[src/rtl/boot_sequencer.sv]
// boot_sequencer: gathers per-source readiness, stretches the core reset
// release through a hold window, restarts on user reset, and keeps the
// cold-boot RAM address scramble counter.
// Optional feature macro: BOOT_SEQ_TIMEOUT_EN (optional sources may time out).
module boot_sequencer #(
  parameter int unsigned NUM_SRC     = 4,
  parameter int unsigned CLK_HZ      = 32000000,
  parameter int unsigned TIMEOUT_MS  = 2000,
  parameter int unsigned HOLD_CYCLES = 16,
  parameter int unsigned SCRAMBLE_W  = 2
) (
  input  logic                  clk,
  input  logic                  reset,
  input  logic [NUM_SRC-1:0]    src_ready,
  input  logic [NUM_SRC-1:0]    src_optional,
  input  logic                  user_reset,
  input  logic                  coldboot,
  output logic                  resb,
  output logic [SCRAMBLE_W-1:0] scramble,
  output logic [NUM_SRC-1:0]    timed_out,
  output logic [1:0]            state
);

  localparam int unsigned HOLD_W = (HOLD_CYCLES > 1) ? $clog2(HOLD_CYCLES) : 1;
  localparam logic [HOLD_W-1:0] HOLD_LAST = HOLD_W'(HOLD_CYCLES - 1);

  typedef enum logic [1:0] {
    WAIT_SRC = 2'd0,
    HOLD     = 2'd1,
    RUN      = 2'd2
  } state_t;

  state_t                state_q, state_d;
  logic [HOLD_W-1:0]     hold_q, hold_d;
  logic                  coldboot_q;
  logic [SCRAMBLE_W-1:0] scramble_q;
  logic [NUM_SRC-1:0]    satisfied;
  logic [NUM_SRC-1:0]    mandatory;
  logic                  all_sat;
  logic                  mand_drop;

`ifdef BOOT_SEQ_TIMEOUT_EN
  localparam int unsigned TIMEOUT_CYC = CLK_HZ / 1000 * TIMEOUT_MS;
  localparam int unsigned TIMER_W = (TIMEOUT_CYC > 0) ? $clog2(TIMEOUT_CYC + 1) : 1;
  localparam logic [TIMER_W-1:0] TIMER_MAX = TIMER_W'(TIMEOUT_CYC);

  logic [TIMER_W-1:0] timer_q, timer_d;
  logic               timer_done;
  logic               timer_hit;
  logic [NUM_SRC-1:0] timed_out_q;

  assign timer_done = (timer_q == TIMER_MAX);
  assign mandatory  = ~src_optional;
  assign satisfied  = src_ready | (src_optional & {NUM_SRC{timer_done}});

  // Timer runs only in WAIT_SRC; parked at zero elsewhere so every re-entry
  // gives optional sources a full new timeout.
  always_comb begin
    timer_d   = '0;
    timer_hit = 1'b0;
    if (state_q == WAIT_SRC) begin
      if (timer_done) begin
        timer_d = timer_q;
      end else begin
        timer_d   = timer_q + TIMER_W'(1);
        timer_hit = (timer_d == TIMER_MAX);
      end
    end
  end

  // Timer register and sticky timeout flags, set on the edge the timer saturates.
  always_ff @(posedge clk or posedge reset) begin
    if (reset) begin
      timer_q     <= '0;
      timed_out_q <= '0;
    end else begin
      timer_q <= timer_d;
      if (timer_hit) begin
        timed_out_q <= timed_out_q | (src_optional & ~src_ready);
      end
    end
  end

  assign timed_out = timed_out_q;
`else
  logic unused_cfg;

  assign mandatory  = '1;
  assign satisfied  = src_ready;
  assign timed_out  = '0;
  assign unused_cfg = ^{src_optional, CLK_HZ[0], TIMEOUT_MS[0]};
`endif

  assign all_sat   = &satisfied;
  assign mand_drop = |(mandatory & ~src_ready);

  // State and hold counter registers.
  always_ff @(posedge clk or posedge reset) begin
    if (reset) begin
      state_q <= WAIT_SRC;
      hold_q  <= '0;
    end else begin
      state_q <= state_d;
      hold_q  <= hold_d;
    end
  end

  // Next-state and hold counter logic; a mandatory drop outranks user reset.
  always_comb begin
    state_d = state_q;
    hold_d  = hold_q;
    case (state_q)
      WAIT_SRC: begin
        if (all_sat && !user_reset) begin
          state_d = HOLD;
          hold_d  = '0;
        end
      end
      HOLD: begin
        if (mand_drop) begin
          state_d = WAIT_SRC;
        end else if (user_reset) begin
          hold_d = '0;
        end else if (hold_q == HOLD_LAST) begin
          state_d = RUN;
        end else begin
          hold_d = hold_q + HOLD_W'(1);
        end
      end
      RUN: begin
        if (mand_drop) begin
          state_d = WAIT_SRC;
        end else if (user_reset) begin
          state_d = HOLD;
          hold_d  = '0;
        end
      end
      default: begin
        state_d = WAIT_SRC;
        hold_d  = '0;
      end
    endcase
  end

  // Cold-boot rising-edge detector and scramble counter, active in any state.
  always_ff @(posedge clk or posedge reset) begin
    if (reset) begin
      coldboot_q <= 1'b0;
      scramble_q <= '0;
    end else begin
      coldboot_q <= coldboot;
      if (coldboot && !coldboot_q) begin
        scramble_q <= scramble_q + SCRAMBLE_W'(1);
      end
    end
  end

  assign scramble = scramble_q;
  assign state    = state_q;
  assign resb     = (state_q == RUN);

endmodule
[config.mk]
export PLATFORM = sky130hd
export DESIGN_NAME = boot_sequencer
export DESIGN_NICKNAME = d
export VERILOG_FILES = /design/src/rtl/boot_sequencer.sv
export SDC_FILE = /design/constraint.sdc
export NUM_CORES = 1
export LEC_CHECK = 0
export ABC_AREA = 1
export CORE_UTILIZATION = 45
export DETAILED_ROUTE_END_ITERATION = 16
export PLACE_DENSITY_LB_ADDON = 0.08
export SYNTH_ARGS = -nofsm -noshare
export SYNTH_HDL_FRONTEND = slang
export SYNTH_SLANG_ARGS = --single-unit
[constraint.sdc]
create_clock -name clk -period 1.9 [get_ports clk]
set_input_delay 0.38 -clock clk [delete_from_list [all_inputs] [get_ports clk]]
set_output_delay 0.38 -clock clk [all_outputs]
set_load 0.01 [all_outputs]
==> metrics <==
outcome finished clean; Post-Route WL 1100 um; minimum clock period 1800 ps; Starting Density 50.5%; Worst-path clk slew 60 ps; final net count 113; Tot Pwr 0.851 mW; pin count of the biggest net entering global routing 10; critical path arrival 1420 ps; CP endpoint kind primary output; Syn Inst Count 84; layout cells sized above 1 12.1%; Fin Setup TNS 0 ps; Row Count 12; Max Cap Viol 0; Final Wtd Congestion 0.711; Routed met3 length 52 um; Seq cells post-synth 9; first-pass GRT wire length 2010 um; Sw Ratio 39.9%; switching pwr 0.339 mW; worst stage delay on the critical path 520 ps; pre-CTS setup slack 231 ps; clk_skew 7.16 ps; drc violations 0; DIE HEIGHT 38.3 um; HP Class in -> async; final core occ 62.9%; clk_lat worst skew 260 ps; number of global-route vias before repair 499; Longest Clk Path Bufs 2; antenna fix cells 0; first-pass detailed-route iteration total 2; DRT met1 WL 551 um; H-tree depth 1; uppermost layer routed met3; Antenna Nets Post-Route 0; post-route insts no fill 113; grt ovf 0; clock network power share 16.7%; Die Area 1460 um^2; CTS Hold Bufs 0; vias post-DR 538; post-CTS setup buffers 0; Max Slew Vio Count 0; Highest Clock Rate 556 MHz; Met2 Wirelength 500 um; Post-Syn Area 592 um^2; worst setup slack after layout 100 ps; DRC violation total after the first TritonRoute iteration 6; Critical Path RT 1520 ps; Slowest cell on crit path clkdlybuf4s50_1; Synth warnings 0; mean routed wirelength per cell 9.77 um; CTS-repair resized insts 0; Seq pwr share 35.8%; placed cells 109; Logic pwr share 47.5%; Setup CP Type reg -> out; synth unique cells 18; Setup violations, final 0; clk sinks 9; RSZ-0062 raised after global routing no; VDD IR-drop max 625 uV; # port buffers 12; TritonCTS clock tree yes; crit start category flip-flop; area of the core 1170 um^2; period utilization 94.7%; Cell Pwr Density 1150 nW/um^2; GR Util All Layers 20.6%; placed wire-length estimate 871 um; Vias/cell 4.76; leakage dissipation 0.386 nW; sequential cell area fraction in the yosys report 38.1%; Critical Path, Cell by Cell inv_1 > nand2_2 > inv_2 > clkdlybuf4s50_1; CTS Root Cell clkbuf_4; syn_area_per_cell 7.05 um^2; maximum fanout along the worst path 6; initial antenna violation count 0; Die X 38.3 um; Hold Violations, Final 0; area delta synth->final 24.5%; I/O Pins 21; internal power 0.512 mW; TritonCTS Buffers 3
[synth_stat cells]
cell,number,area (um^2)
nand4_1,4,25.0
nand2_1,23,86.3
inv_2,3,11.3
xnor2_1,2,17.5
nand3_1,5,25.0
dfrtp_1,9,225
inv_1,9,33.8
nand3_2,1,10.0
nor2_2,1,6.26
ha_1,1,12.5
nor2_1,13,48.8
xor2_1,1,8.76
a21oi_1,2,10.0
o211ai_1,1,7.51
nor2_4,1,11.3
buf_4,4,30.0
nand2_2,3,18.8
conb_1,1,3.75
[worst max-delay path: cells and delay by family (launching register included)]
kind,cells,cell delay [ps]
buffers and inverters,3,670
DFF,1,430
and+or+nand+nor,1,60
[final timing paths]
| kind | start | slack (ps) | depth (start not counted) | endpoint |
|---|---|---|---|---|
| min in group clk | scramble[1] | 470 | 1 | scramble[1] |
| setup / recovery | state[0] | 100 | 4 | resb |
| max in group asynchronous | reset | 1250 | 2 | scramble[0] |
| hold / removal | reset | 390 | 2 | scramble[1] |
| setup reg to reg | hold_q[0] | 570 | 7 | state[0] |
| hold reg to reg | scramble[1] | 470 | 1 | scramble[1] |
[sequential cells by signal, indices dropped and copies added, names as in the netlist]
name        count
state           2
coldboot_q      1
scramble        2
hold_q          4
[power groups by stage]
stage / clock network, mW / logic [mW] / registers (mW)
after floorplan: 0 / 0.245 / 0.314
after global placement: 0 / 0.399 / 0.306
after detailed placement: 0 / 0.403 / 0.308
after CTS: 0.149 / 0.406 / 0.304
after global routing: 0.169 / 0.459 / 0.313
final: 0.142 / 0.404 / 0.305
[through the flow]
stage,instance area [um^2],hold WS [ps]
after floorplan,603,208
after global placement,711,459
after detailed placement,711,464
after CTS,737,398
after global routing,737,406
final,737,392
[area by class of cell]
class / count / area (um^2)
Fill cell: 110 / 434
Tap cell: 14 / 17.5
Clock buffer: 4 / 26.3
Timing Repair Buffer: 12 / 120
Sequential cell: 9 / 225
Multi-Input combinational cell: 62 / 303
Inverter: 12 / 45.0
[cells by family after synthesis]
| group | share of synthesized area (%) |
|---|---|
| other | 0.634 |
| AOI/OAI and AO/OA | 2.96 |
| and+or+nand+nor | 39.1 |
| adders and majority gates | 2.11 |
| xor gates and xnor gates | 4.44 |
| buffers and inverters | 12.7 |
| DFF | 38.1 |
[cells in the final DEF, fill, tap and decap left out, drive strengths merged]
cell / count
a21oi: 2
clkbuf: 4
clkdlybuf4s50: 12
conb: 4
dfrtp: 9
ha: 1
inv: 12
nand2: 26
nand3: 6
nand4: 4
nor2: 15
o211ai: 1
xnor2: 2
xor2: 1
[layer usage]
metal  vias up  track usage (%)
met4         0             2.68
met5         -                0
met1       243             26.1
met3         0             10.5
li1        285                -
met2        10             31.8
Power figures use the tool's default switching activity.
